`config.mk`:
```
export PLATFORM = sky130hd
export DESIGN_NAME = rr_grant_ctrl
export DESIGN_NICKNAME = d
export VERILOG_FILES = /design/src/rtl/rr_grant_ctrl.sv
export SDC_FILE = /design/constraint.sdc
export NUM_CORES = 1
export LEC_CHECK = 0
export CAP_MARGIN = 25
export CELL_PAD_IN_SITES_DETAIL_PLACEMENT = 1
export CELL_PAD_IN_SITES_GLOBAL_PLACEMENT = 2
export CORE_ASPECT_RATIO = 1.1
export CORE_MARGIN = 5
export CORE_UTILIZATION = 34
export CTS_CLUSTER_DIAMETER = 100
export DETAILED_ROUTE_END_ITERATION = 16
export GPL_TIMING_DRIVEN = 0
export PLACE_DENSITY_LB_ADDON = 0.1
export SYNTH_ARGS = -nofsm -noshare
export SYNTH_HDL_FRONTEND = slang
export SYNTH_SLANG_ARGS = --single-unit
```
`constraint.sdc`:
```
create_clock -name clk -period 5 [get_ports clk]
set_input_delay 0.5 -clock clk [delete_from_list [all_inputs] [get_ports clk]]
set_output_delay 0.5 -clock clk [all_outputs]
set_load 0.02 [all_outputs]
```
`src/rtl/rr_grant_ctrl.sv`:
```
// Round-robin owner arbiter for a shared FSM datapath with a req/grant/done handshake and hold-timer reclaim.
// Grant is Moore-decoded: 2 cycles from req to grant, 1 cycle from done to grant drop, REL+ARB turnaround.
module rr_grant_ctrl #(
    parameter int N_REQ    = 4,
    parameter int OWN_W    = 2,
    parameter int HOLD_W   = 8,
    parameter int MAX_HOLD = 15
) (
    input  logic             clk,
    input  logic             rst,
    input  logic [N_REQ-1:0] req,
    input  logic             done,
    output logic [N_REQ-1:0] grant,
    output logic [OWN_W-1:0] owner,
    output logic             busy,
    output logic             timeout
);

    typedef enum logic [3:0] {
        IDLE = 4'b1000,
        ARB  = 4'b0100,
        OWN  = 4'b0010,
        REL  = 4'b0001
    } state_t;

    localparam logic [HOLD_W-1:0] HOLD_LAST = HOLD_W'(MAX_HOLD - 1);

    state_t            state;
    state_t            state_nxt;
    logic [OWN_W-1:0]  ptr;
    logic [OWN_W-1:0]  win;
    logic [HOLD_W-1:0] hold_cnt;
    logic              to_hit;
    logic              to_flag;
    logic              found;

    // Scan starts just past the previous owner, so the last owner ranks lowest.
    always_comb begin
        win   = ptr;
        found = 1'b0;
        for (int i = 1; i <= N_REQ; i++) begin
            if (!found && req[(int'(ptr) + i) % N_REQ]) begin
                win   = OWN_W'((int'(ptr) + i) % N_REQ);
                found = 1'b1;
            end
        end
    end

    // done wins over the timer when both land on the same edge.
    assign to_hit = (MAX_HOLD != 0) && (hold_cnt == HOLD_LAST) && !done;

    always_comb begin
        state_nxt = state;
        case (state)
            IDLE: if (|req) state_nxt = ARB;
            ARB:  state_nxt = (|req) ? OWN : IDLE;
            OWN:  if (done || !req[owner] || to_hit) state_nxt = REL;
            REL:  state_nxt = (|req) ? ARB : IDLE;
            default: state_nxt = IDLE;
        endcase
    end

    always_ff @(posedge clk) begin
        if (rst) begin
            state    <= IDLE;
            ptr      <= OWN_W'(N_REQ - 1);
            owner    <= '0;
            hold_cnt <= '0;
            to_flag  <= 1'b0;
        end else begin
            state   <= state_nxt;
            to_flag <= (state == OWN) && to_hit;
            case (state)
                ARB: begin
                    if (|req) begin
                        owner    <= win;
                        hold_cnt <= '0;
                    end
                end
                OWN: begin
                    if (hold_cnt != '1) hold_cnt <= hold_cnt + 1'b1;
                end
                REL: ptr <= owner;
                default: ;
            endcase
        end
    end

    always_comb begin
        grant = '0;
        if (state == OWN) grant[owner] = 1'b1;
    end

    assign busy    = (state == ARB) || (state == OWN) || (state == REL);
    assign timeout = (state == REL) && to_flag;

endmodule

```
==> reports/qor.yml <==
async_flop_share_pct: 0
met1_usage_pct: 17.33
syn-cell-area_sq_um: 1045
yosys.cell_types.count: 42
ant_nets: 0
syn2layout_area_growth_pct: 20.00
fin_area_sq_um: 1254
powerDensity_nw_per_um2: 240.3
first_pass_iters: 4
cts.path.max_buffers: 2
finalCritPeriodShare_pct: 56.69
path_max_fanout: 7
wl_microns: 2630
num_rows: 21
synth_top_cell_by_area: "dfxtp_1"
synth-simple-area-share_pct: 34.85
port_buffers: 14
synth_edf_count: 0
critical_path_required_ps: 4500
synthMuxAreaShare_pct: 5.988
dpl_cell_area_sq_um: 1227
cts_root_buffer: "clkbuf_4"
drc: 0
tns_ps: 0
gp_congestion: 0.8472
clock_sinks: 17
wl_per_cell_microns: 15.29
pin_count: 15
grt.busiest_layer: "met2"
clock.fmax_mhz: 352.8
n_antenna_cell: 0
synth_top_area_share_pct: 32.57
crit_family: "simple AND/OR/NAND/NOR gates"
grt_pass1_wl_microns: 4278
cpMaxStageDelayCell: "nor4b_1"
synth-seq-cells: 17
clock_latency_ps: 300
skew_ps: 11.47
leakagePower_nw: 0.4231
ys_warn_count: 0
core_sq_um: 2995
hold_ws_ps: 505.0
drtIter0Drc: 33
maxSlewViolCount: 0
tightest_slew_ps: 841.3
vdd_drop_max_mv: 0.1069
maxCapViolCount: 0
clk_pin_slew_ps: 110
finalHoldViolations: 0
crit_path_start_kind: "register"
synth.most_common_cell: "dfxtp_1"
numCtsBuffers: 3
die_w_microns: 62.86
end_kind: "primary output"
start_util_pct: 34.88
grt_pass1_vias: 898
place_hpwl_microns: 2019
cts_tree: "yes"
total_power_w: 0.0003012
grt_util_met3_pct: 2.135
grt_overflow: 0
hold_class: "register to register"
grt_use_met2_pct: 19.95
synth-adder-area-share_pct: 2.395
cp.arrival_ps: 2330
num_vias: 956
ys_top_cells_by_area: "dfxtp_1 33%, a21oi_1 4.3%, mux2i_1 3.8%"
fin_ws_ps: 2166
die_y_microns: 68.14
synth_top_family_by_area: "simple AND/OR/NAND/NOR gates"
critical_path_buf_inv_count: 1
antenna_found_initial: 0
synth.net_count: 129
fin_nets: 148
cts_setup_buffers: 0
syn_inst: 120
setup_viol: 0
die_area_sq_um: 4283
status: "completed"
path_class: "register to primary output"
min_period_ps: 2834
layout-drive-gt1-share_pct: 7.971
pre_cts_ws_ps: 2458
crit_chain: "nor4b_1 > and2_1 > clkdlybuf4s50_1"
cts-htree-levels: 1
synth_common_cells: "17 x dfxtp_1, 9 x a21oi_1, 6 x inv_1, 6 x nand2_1, 6 x nor2_1"
postCtsHoldBufs: 0
synth_flop_cell: "dfxtp_1"
synth_compound_area_share_pct: 15.45
syn_avg_cell_area_sq_um: 8.706
synthXorXnorAreaFrac_pct: 4.192
grt_max_degree: 11
crit_path_max_incr_delay_ps: 730
grt_use_total_pct: 12.75
vias_per_cell: 5.558
cts.repair.resized: 0
ys_seq_area_share_pct: 32.57
rsz0062_at_grt: "false"
max_slew_margin_pct: 43.12
-- state kept, by name, indices dropped and copies added, names as in the netlist --
name,count
hold_cnt,8
state,4
owner,2
ptr,2
to_flag,1
-- through the flow --
step / cells / utilization [%]
final: 172 / 41.85
after global placement: 168 / 40.98
after global routing: 172 / 41.85
after detailed placement: 168 / 40.98
after floorplan: 120 / -
after CTS: 172 / 41.85
-- cells by family (layout without fill, tap and decap cells) --
family / Yosys count / count (layout)
AND/OR/NAND/NOR: 56 / 56
AO/OA/AOI/OAI: 24 / 24
flip-flops: 17 / 17
buffers and inverters: 11 / 29
XOR/XNOR: 5 / 5
multiplexers: 5 / 5
adder cells (fa/ha/maj): 2 / 2
-- path summary, 6_finish.rpt --
| kind | startpoint | end | slack, ps | depth (start not counted) |
|---|---|---|---|---|
| hold reg to reg | hold_cnt[3]$_SDFFE_PP0P_ | hold_cnt[3]$_SDFFE_PP0P_ | 500 | 2 |
| setup / recovery | state[0]$_SDFFE_PP0P_ | timeout | 2170 | 3 |
| hold / removal | hold_cnt[3]$_SDFFE_PP0P_ | hold_cnt[3]$_SDFFE_PP0P_ | 500 | 2 |
| setup reg to reg | state[0]$_SDFFE_PP0P_ | hold_cnt[1]$_SDFFE_PP0P_ | 3210 | 4 |
-- where the power goes --
group	internal [W]	switching, W
registers	0.000142	0.00000841
logic	0.0000339	0.0000377
clock network	0.0000311	0.0000478
-- area by class of cell --
type	instances	area, sq um
repair buffers	14	140.1
fillers	374	1742
multi-input cells	92	656.9
flip-flops and latches	17	340.3
clock buffers	4	26.28
plain buffers	5	25.02
well taps	34	42.54
inverters	6	22.52
-- per-layer routing --
metal / share of wire [%] / vias up
li1: - / 482
met2: 45 / 13
met4: 1.2 / 0
met3: 2.0 / 4
met5: 0 / -
met1: 52 / 457
-- tightest hold or removal path, stage by stage, from the launching register on --
cell and delay (ps):
dfxtp_1 350, nand2_1 60, mux2i_1 50
-- layout by cell type (no fill, tap or decap), types with 4 or more instances in the layout --
cell type / Yosys / routed
nand2_1: 6 / 6
a21oi_1: 9 / 9
nor2_1: 6 / 6
nand2b_1: 5 / 5
or3_1: 4 / 4
xnor2_1: 4 / 4
inv_1: 6 / 6
dfxtp_1: 17 / 17
nand3_1: 4 / 4
nand4_1: 4 / 4
nor3_1: 4 / 4
mux2i_1: 4 / 4
clkdlybuf4s50_1: 0 / 14
Note: power is estimated with default switching activity, not from simulation.
